## src/rtl/mem_arbiter_if.sv

```systemverilog
// mem_arbiter_if
// Purpose: groups the icache, load/store-buffer and RAM-side signals of the
//          memory arbiter into one bundle.
// Ports (signals):
//   mem_din / mem_dout / mem_a / mem_wr       byte-wide RAM port
//   if_req / if_addr / if_done / if_data      icache fetch handshake
//   ls_req / ls_wr / ls_addr / ls_size /
//   ls_wdata / ls_done / ls_rdata             load/store buffer handshake
// Modports:
//   slave  - the arbiter itself
//   master - requesters plus RAM (the environment around the arbiter)
interface mem_arbiter_if #(
    parameter int ADDR_WIDTH = 32
);
    logic [7:0]            mem_din;
    logic [7:0]            mem_dout;
    logic [ADDR_WIDTH-1:0] mem_a;
    logic                  mem_wr;

    logic                  if_req;
    logic [ADDR_WIDTH-1:0] if_addr;
    logic                  if_done;
    logic [31:0]           if_data;

    logic                  ls_req;
    logic                  ls_wr;
    logic [ADDR_WIDTH-1:0] ls_addr;
    logic [1:0]            ls_size;
    logic [31:0]           ls_wdata;
    logic                  ls_done;
    logic [31:0]           ls_rdata;

    modport slave (
        input  mem_din, if_req, if_addr, ls_req, ls_wr, ls_addr, ls_size, ls_wdata,
        output mem_dout, mem_a, mem_wr, if_done, if_data, ls_done, ls_rdata
    );

    modport master (
        output mem_din, if_req, if_addr, ls_req, ls_wr, ls_addr, ls_size, ls_wdata,
        input  mem_dout, mem_a, mem_wr, if_done, if_data, ls_done, ls_rdata
    );
endinterface

```

## src/rtl/mem_arbiter.sv

```systemverilog
// mem_arbiter
// Purpose: shares one byte-wide RAM port between the icache (32-bit fetches)
//          and the load/store buffer (1/2/4-byte loads and stores). Each
//          transaction is serialised into byte beats; ties are resolved
//          round-robin. Honours flush (reads only) and IO back-pressure.
// Ports:
//   clk_in          clock
//   rst_in          asynchronous active-high reset
//   rdy_in          global enable, low freezes the controller
//   flush           pipeline flush, aborts fetches/loads in flight
//   io_buffer_full  IO region back-pressure for stores
//   bus             mem_arbiter_if.slave: RAM port and both requesters
//
// state | meaning
// IDLE  | no transaction; arbitrate requests at the clock edge
// READ  | N+1 cycles: drive addr+i for i<N, capture byte one cycle later
// WRITE | one store beat per cycle unless stalled by a full IO buffer
// DONE  | one-cycle done pulse with result; back to IDLE
module mem_arbiter #(
    parameter int ADDR_WIDTH = 32,
    parameter int IO_SEL_HI  = 17
) (
    input  logic         clk_in,
    input  logic         rst_in,
    input  logic         rdy_in,
    input  logic         flush,
    input  logic         io_buffer_full,
    mem_arbiter_if.slave bus
);
    typedef enum logic [1:0] {IDLE, READ, WRITE, DONE} state_t;
    typedef enum logic {SRC_IF = 1'b0, SRC_LS = 1'b1} src_t;

    state_t                state, state_nxt;
    src_t                  last_grant, src, grant_src;
    logic                  grant, grant_wr;
    logic [ADDR_WIDTH-1:0] grant_addr;
    logic [2:0]            grant_n;

    logic [ADDR_WIDTH-1:0] addr;
    logic [ADDR_WIDTH-1:0] beat_a;
    logic [2:0]            n_bytes;
    logic [2:0]            idx;
    logic [31:0]           wdata;
    logic [31:0]           result;
    logic                  rd_drive;
    logic                  stall;

    // What the RAM is presenting on mem_din this cycle: the read address
    // driven in the previous cycle. Tracked regardless of rdy_in because the
    // RAM keeps clocking while we are frozen.
    logic                  rd_valid;
    logic [1:0]            rd_lane;

    assign beat_a   = addr + ADDR_WIDTH'(idx);
    assign rd_drive = (state == READ) && (idx < n_bytes);
    assign stall    = (state == WRITE) && (beat_a[IO_SEL_HI -: 2] == 2'b11) && io_buffer_full;

    always_ff @(posedge clk_in or posedge rst_in) begin
        if (rst_in) begin
            state      <= IDLE;
            last_grant <= SRC_IF;
            src        <= SRC_IF;
            addr       <= '0;
            n_bytes    <= '0;
            idx        <= '0;
            wdata      <= '0;
            result     <= '0;
            rd_valid   <= 1'b0;
            rd_lane    <= '0;
        end else begin
            rd_valid <= rd_drive;
            rd_lane  <= idx[1:0];
            if (rd_valid) begin
                result[{rd_lane, 3'b000} +: 8] <= bus.mem_din;
            end
            if (rdy_in) begin
                state <= state_nxt;
                if (grant) begin
                    src        <= grant_src;
                    last_grant <= grant_src;
                    addr       <= grant_addr;
                    n_bytes    <= grant_n;
                    wdata      <= bus.ls_wdata;
                    idx        <= '0;
                    // zero-extension for short loads; overrides any stale capture
                    result     <= '0;
                end else if (rd_drive) begin
                    idx <= idx + 3'd1;
                end else if (state == WRITE && !stall) begin
                    idx <= idx + 3'd1;
                end
            end
        end
    end

    always_comb begin
        state_nxt    = state;
        grant        = 1'b0;
        grant_src    = SRC_IF;
        grant_addr   = bus.if_addr;
        grant_n      = 3'd4;
        grant_wr     = 1'b0;
        bus.mem_a    = '0;
        bus.mem_dout = '0;
        bus.mem_wr   = 1'b0;
        bus.if_done  = 1'b0;
        bus.if_data  = '0;
        bus.ls_done  = 1'b0;
        bus.ls_rdata = '0;

        if (state == IDLE && !flush) begin
            if (bus.if_req && bus.ls_req) begin
                grant     = 1'b1;
                grant_src = (last_grant == SRC_IF) ? SRC_LS : SRC_IF;
            end else if (bus.ls_req) begin
                grant     = 1'b1;
                grant_src = SRC_LS;
            end else if (bus.if_req) begin
                grant     = 1'b1;
                grant_src = SRC_IF;
            end
        end

        if (grant_src == SRC_LS) begin
            grant_addr = bus.ls_addr;
            grant_wr   = bus.ls_wr;
            case (bus.ls_size)
                2'b00:   grant_n = 3'd1;
                2'b01:   grant_n = 3'd2;
                default: grant_n = 3'd4;
            endcase
        end

        case (state)
            IDLE: begin
                if (grant) begin
                    state_nxt = grant_wr ? WRITE : READ;
                end
            end
            READ: begin
                if (rd_drive) begin
                    bus.mem_a = beat_a;
                end
                if (flush) begin
                    state_nxt = IDLE;
                end else if (idx == n_bytes) begin
                    state_nxt = DONE;
                end
            end
            WRITE: begin
                bus.mem_a    = beat_a;
                bus.mem_dout = wdata[{idx[1:0], 3'b000} +: 8];
                // No write strobe while frozen, so an IO byte is not emitted
                // repeatedly during a pause.
                bus.mem_wr   = !stall && rdy_in;
                if (!stall && idx == n_bytes - 3'd1) begin
                    state_nxt = DONE;
                end
            end
            DONE: begin
                if (src == SRC_IF) begin
                    bus.if_done = 1'b1;
                    bus.if_data = result;
                end else begin
                    bus.ls_done  = 1'b1;
                    bus.ls_rdata = result;
                end
                state_nxt = IDLE;
            end
            default: state_nxt = IDLE;
        endcase
    end
endmodule

```

## src/flat_wrapper.sv

```systemverilog
// flat-port wrapper written by rule: the top's interface ports become plain ports
module mem_arbiter_flat 
#(
    parameter int ADDR_WIDTH = 32,
    parameter int IO_SEL_HI  = 17
)
  (clk_in, rst_in, rdy_in, flush, io_buffer_full, bus_mem_din, bus_if_req, bus_if_addr, bus_ls_req, bus_ls_wr, bus_ls_addr, bus_ls_size, bus_ls_wdata, bus_mem_dout, bus_mem_a, bus_mem_wr, bus_if_done, bus_if_data, bus_ls_done, bus_ls_rdata);
  mem_arbiter_if #(.ADDR_WIDTH(ADDR_WIDTH)) bus_i ();
  input  logic clk_in;
  input  logic rst_in;
  input  logic rdy_in;
  input  logic flush;
  input  logic io_buffer_full;
  input wire logic [$bits(bus_i.mem_din)-1:0] bus_mem_din;
  input wire logic [$bits(bus_i.if_req)-1:0] bus_if_req;
  input wire logic [$bits(bus_i.if_addr)-1:0] bus_if_addr;
  input wire logic [$bits(bus_i.ls_req)-1:0] bus_ls_req;
  input wire logic [$bits(bus_i.ls_wr)-1:0] bus_ls_wr;
  input wire logic [$bits(bus_i.ls_addr)-1:0] bus_ls_addr;
  input wire logic [$bits(bus_i.ls_size)-1:0] bus_ls_size;
  input wire logic [$bits(bus_i.ls_wdata)-1:0] bus_ls_wdata;
  output wire logic [$bits(bus_i.mem_dout)-1:0] bus_mem_dout;
  output wire logic [$bits(bus_i.mem_a)-1:0] bus_mem_a;
  output wire logic [$bits(bus_i.mem_wr)-1:0] bus_mem_wr;
  output wire logic [$bits(bus_i.if_done)-1:0] bus_if_done;
  output wire logic [$bits(bus_i.if_data)-1:0] bus_if_data;
  output wire logic [$bits(bus_i.ls_done)-1:0] bus_ls_done;
  output wire logic [$bits(bus_i.ls_rdata)-1:0] bus_ls_rdata;
  assign bus_i.mem_din = bus_mem_din;
  assign bus_i.if_req = bus_if_req;
  assign bus_i.if_addr = bus_if_addr;
  assign bus_i.ls_req = bus_ls_req;
  assign bus_i.ls_wr = bus_ls_wr;
  assign bus_i.ls_addr = bus_ls_addr;
  assign bus_i.ls_size = bus_ls_size;
  assign bus_i.ls_wdata = bus_ls_wdata;
  assign bus_mem_dout = bus_i.mem_dout;
  assign bus_mem_a = bus_i.mem_a;
  assign bus_mem_wr = bus_i.mem_wr;
  assign bus_if_done = bus_i.if_done;
  assign bus_if_data = bus_i.if_data;
  assign bus_ls_done = bus_i.ls_done;
  assign bus_ls_rdata = bus_i.ls_rdata;
  mem_arbiter #(.ADDR_WIDTH(ADDR_WIDTH), .IO_SEL_HI(IO_SEL_HI)) u_core (.clk_in(clk_in), .rst_in(rst_in), .rdy_in(rdy_in), .flush(flush), .io_buffer_full(io_buffer_full), .bus(bus_i));
endmodule
```

## config.mk

```make
export PLATFORM = sky130hd
export DESIGN_NAME = mem_arbiter_flat
export DESIGN_NICKNAME = d
export VERILOG_FILES = /design/src/rtl/mem_arbiter_if.sv /design/src/rtl/mem_arbiter.sv /design/src/flat_wrapper.sv
export SDC_FILE = /design/constraint.sdc
export NUM_CORES = 1
export LEC_CHECK = 0
export CAP_MARGIN = 30
export CORE_MARGIN = 2
export CORE_UTILIZATION = 55
export DETAILED_ROUTE_END_ITERATION = 10
export DONT_BUFFER_PORTS = 1
export GPL_TIMING_DRIVEN = 0
export PLACE_DENSITY = 0.68
export SYNTH_ARGS = -nofsm -noshare
export SYNTH_HDL_FRONTEND = slang
export SYNTH_SLANG_ARGS = --single-unit
export TNS_END_PERCENT = 20
```

## constraint.sdc

```tcl
create_clock -name clk_in -period 4.65 [get_ports clk_in]
set_clock_uncertainty 0.1 [all_clocks]
set_input_delay 0.465 -clock clk_in [delete_from_list [all_inputs] [get_ports clk_in]]
set_output_delay 0.465 -clock clk_in [all_outputs]
set_load 0.02 [all_outputs]
```

After elaboration in Yosys (flattened, before gate mapping)
Index checks and enable logic that the tools add are counted.

word-level totals
  flip-flop bits (word level) = 108
  word-level logic and storage cells = 79

cells by class
  order comparisons = 1
  mux-type cells = 36
  $add $sub $neg = 4
  shift-type cells = 3
  equality and inequality tests = 10
  reduce and logical (&&, ||, !) cells = 16

operators by type and width
  cell                      number
  $mux W32                  9
  $pmux W32 S2              1
  $add A32 B3 Y32           1
  $bwmux W32                1
  $shift A8 B7 Y32 const A  1
  $shiftx A32 B6 Y8         1
  $shiftx A8 B7 Y32         1
  $mux W1                   13
  $mux W3                   4
  $mux W2                   5
  $logic_and A1 B1 Y1       8
  $mux W8                   1
  $pmux W2 S4               1
  $neg A5 Y7                1
  $eq A2 B2 Y1 const B      3
  $eq A3 B3 Y1              2
  $pmux W3 S2               1
  $eq A2 B1 Y1 const B      2
  $logic_not A2 Y1          2
  $reduce_and A2 Y1         2
  $reduce_and A4 Y1         1
  $add A3 B1 Y3 const B     1
  $lt A3 B3 Y1              1
  $ne A3 B3 Y1 const B      1
  5 further kinds           6

Longest topological paths before layout
Gate-level depths: netlist (run 1).

  depth after elaboration = 9
  mapped depth = 9
  depth with buffers taken out = 9

Worst setup path after synthesis (run 1)
OpenSTA, ideal clock, no wires.

  path kind = register -> output
  start point = reg u_core.idx[1]
  end point = out bus_mem_a[24]
  data required time = 4.085 ns
  arrival time = 2.425 ns
  slack = 1.660 ns
  cell stages (with the launch flop) = 10
  path through = dfrtp_1 buf_2 inv_1 fa_1 nor2b_1 o21ai_0 nor3_2 nand3_1 xor2_1 nor2_1

on the way
  cells in the longest elaborated chain, start to end = 4

RTL lines
  element                                                                  line                RTL
  start: declaration                                                       mem_arbiter.sv:42   logic [2:0] idx;
  start signal: assignment                                                 mem_arbiter.sv:88   idx <= idx + 3'd1;
  start signal: assignment                                                 mem_arbiter.sv:90   idx <= idx + 3'd1;
  parallel branches: the longest is 3 deep, another holds $add A32 B3 Y32  -
  $pmux W32 S2 (*)                                                         mem_arbiter.sv:134  case (state)
  end: declaration                                                         flat_wrapper.sv:23  output wire logic [$bits(bus_i.mem_a)-1:0] bus_mem_a;

Every way passes the cells marked *.

Final worst setup path (run 1)
Ends and elaborated chain as after synthesis.

==> results of run 1 <==
==> cell families (layout without fill, tap and decap cells) <==
logic type | after synthesis | count (layout)
AOI/OAI and AO/OA | 98 | 98
muxes | 10 | 10
and+or+nand+nor | 415 | 415
buffers and inverters | 56 | 75
adders and majority gates | 19 | 19
DFF | 108 | 108
xor gates and xnor gates | 30 | 30
==> path summary, 6_finish.rpt <==
path                                  startpoint           endpoint  slack, ns
worst min-delay path              bus_ls_size[0]  u_core.n_bytes[0]        0.1
min in group asynchronous                 rst_in    u_core.addr[28]       0.52
worst min register to register  u_core.wdata[11]   u_core.wdata[11]       0.37
worst max register to register     u_core.idx[1]      u_core.idx[2]       1.54
worst max-delay path               u_core.idx[1]      bus_mem_a[24]       0.68
max in group asynchronous                 rst_in   u_core.wdata[19]       3.21
==> routing by layer <==
layer | wire length (microns) | global-route usage, % | vias to the layer above
met1 | 6984 | 36.09 | 2579
met5 | 0 | 0 | -
met3 | 1230 | 6.069 | 24
met4 | 314 | 8.917 | 0
li1 | - | - | 2517
met2 | 8068 | 44.42 | 225
==> cell type report <==
cell class | instances | area [sq um] | share of cell area, %
Inverter | 16 | 62.56 | 0.9208
Buffer | 40 | 153.9 | 2.265
Clock buffer | 12 | 256.5 | 3.775
Tap cell | 143 | 178.9 | 2.634
Multi-Input combinational cell | 572 | 3361 | 49.47
Timing Repair Buffer | 3 | 47.55 | 0.6998
Clock inverter | 4 | 31.28 | 0.4604
Sequential cell | 108 | 2703 | 39.78
==> synthesized netlist by cell type, drive strengths merged, types with 2 or more instances <==
cell type,count
a21o,3
a21oi,4
a22oi,34
a31oi,34
and2,44
and3,42
and4,5
buf,4
clkbuf,36
dfrtp,108
ha,18
inv,16
mux4,8
nand2,184
nand3,12
nand3b,3
nand4,3
nor2,104
nor2b,5
nor3,5
nor4b,3
o211ai,2
o21a,3
o21ai,8
o22ai,3
or3,2
xnor2,10
xor2,19
==> through the flow <==
step / worst slack (ns) / utilization (%) / hold slack (ns)
floorplan: 1.239 / - / 0.3226
global placement: 0.09091 / 57.28 / 0.3547
detailed placement: 1.059 / 57.63 / 0.3004
CTS: 0.6710 / 60.27 / 0.09017
global route: 0.4117 / 60.27 / 0.08555
finish: 0.6844 / 60.27 / 0.09823
==> power breakdown <==
part	leakage (uW)	switching [uW]	total, uW	internal, uW
Sequential	0.00134	341	1650	1310
Combinational	0.00172	1040	1730	690
Clock	0.000144	353	750	397
==> state kept, by name, indices dropped and copies added, names as in the netlist <==
name and flops:
u_core.addr 32, u_core.result 32, u_core.wdata 32, u_core.idx 3
u_core.n_bytes 3, u_core.rd_lane 2, u_core.state 2, u_core.last_grant 1
u_core.rd_valid 1
==> worst max-delay path: stages, from the launching register on <==
cell     delay (ns)
dfrtp_1        0.44
buf_2          0.33
inv_1          0.14
fa_1           0.45
nor2b_1        0.26
o21ai_0        0.33
nor3_2         0.47
nand3_1        0.15
xor2_1         0.16
nor2_1         0.31
==> impl_metrics.toml, run 1 <==
[run_status]
run_status = "finished clean"

[yosys]
synth_fp_nets = 869
synth.yosys.warnings = 0
synth.distinct_cells = 50
synth_sequential_area_ratio_pct = 43.05
postSynth.asyncResetShare_pct = 100.0
synth.mux.area_fraction_pct = 3.269
postSynth.topFlopCell = "dfrtp_1"
compound_cell_area_share_of_the_yosys_netlist_pct = 11.14
yosys.area.top_type_share_pct = 43.05
yosys.area_share.adder_pct = 3.907
largest_family_of_logic_cells_by_synthesized_area = "simple AND/OR/NAND/NOR gates"
synth.top_cells.by_area = "dfrtp_1, nand2_1, nor2_1"
syn_avg_cell_area_sq_um = 8.529
synthesis.area_sq_mm = 0.006277
synth-xor-area-share_pct = 4.425
number_of_synthesized_register_bits = 108
synth-edff-count = 0
synth-simple-area-share_pct = 30.80
synth_top_cell_by_area = "dfrtp_1"
syn-instance-count = 736

[worst_setup_path]
worst-setup-path-type = "flop to output port"
critical_path.max_fanout = 10
r2r_cells = 9
cp.arrival_ns = 3.40
worst_setup_path_end_kind = "output port"
worst_setup_path_start_kind = "flop"
worst_ep_required_time_ns = 4.09

[cts]
cts.repair_timing.setup_buffer_count = 0
cts.root.buffer_cell = "clkbuf_16"
htree_num_levels = 3
cts.hold.buffers_added = 1
cts_tree = "yes"
clock_network_latency_to_the_later_pin_of_the_worst_skew_pair_ns = 0.35
post_cts.resized_instances = 0
clk_path_buf_depth = 2
cts_sinks = 108
clock_pin_slew_on_the_worst_setup_and_hold_paths_ns = 0.07
tritoncts_buffer_count = 9

[die]
rows = 39
initial_core_util_pct = 55.69
design.core.area_sq_mm = 0.01127
die_y_microns = 110.8
top_level_ports = 221
fp.dieW_microns = 110.8
fp.dieArea_sq_mm = 0.01228

[timing]
setup_total_negative_slack_ns = 0
setup_violation_total_in_the_final_timing_report = 0
final-hold-violation-count = 0
worst_tran_pin_value_ns = 0.7966
timing.max_slew.rel_slack_pct = 46.33
rsz0062_at_grt = "no"
max_freq_ghz = 0.2522
timing.final.crit_period_ns = 3.966
fin_crit_sh_pct = 85.28
finalMaxSlewViolations = 0

[finish]
number_of_nets_in_the_final_layout = 883
layout-drive-gt1-share_pct = 5.563
num_antenna_cells = 0
area_growth_syn_to_layout_pct = 8.232
layout_common_cells = "nand2_1, dfrtp_1, nor2_1"
most_frequent_standard_cell_in_the_layout_excluding_fill_and_tap_cells = "nand2_1"
final_cells = 898
layout.filler_cells = 1023
final_design_area_no_fill_sq_mm = 0.006794

[placed_design]
placed_area_sq_mm = 0.006496
place_congestion = 0.8840
io_buffer_count = 0
dp_hpwl_microns = 12480
placed_cells = 881

[drt]
drtIter0Drc = 394
wire_per_inst_microns = 18.48
vias_per_cell = 5.952
number_of_iterations_in_the_first_detailed_routing_pass = 5
route.final.wire_length_microns = 16600
dr_total_vias = 5345
antenna_left = 0
post-route-drc-count = 0

[global_routing]
antenna_found_initial = 0
first_global_vias = 5168
grt-ovfl-total = 0
maximum_number_of_pins_on_one_net_before_global_route_repair = 74
grt_util_all_layers_pct = 27.13
grt_pass1_wl_microns = 26640

[power]
ir_worst_vdd_mv = 0.3100
cellLeakagePower_uw = 0.003204
power_per_cell_area_mw_per_mm2 = 608.8
p_total_uw = 4136

[hold_path]
worstHoldPathType = "primary input to flop"
timing.hold.worst_path_depth = 1

[run]
max-cap-violations = 0
No activity file was read; power rests on OpenSTA's default activity.
==> run 2, diff against run 1 <==
--- a/config.mk
+++ b/config.mk
@@ -12,6 +12,7 @@
 export DONT_BUFFER_PORTS = 1
 export GPL_TIMING_DRIVEN = 0
 export PLACE_DENSITY = 0.68
+export SKIP_CTS_REPAIR_TIMING = 1
 export SYNTH_ARGS = -nofsm -noshare
 export SYNTH_HDL_FRONTEND = slang
 export SYNTH_SLANG_ARGS = --single-unit
==> results of run 2 <==
No change in the layout: final DEF, timing and power equal those of run 1.
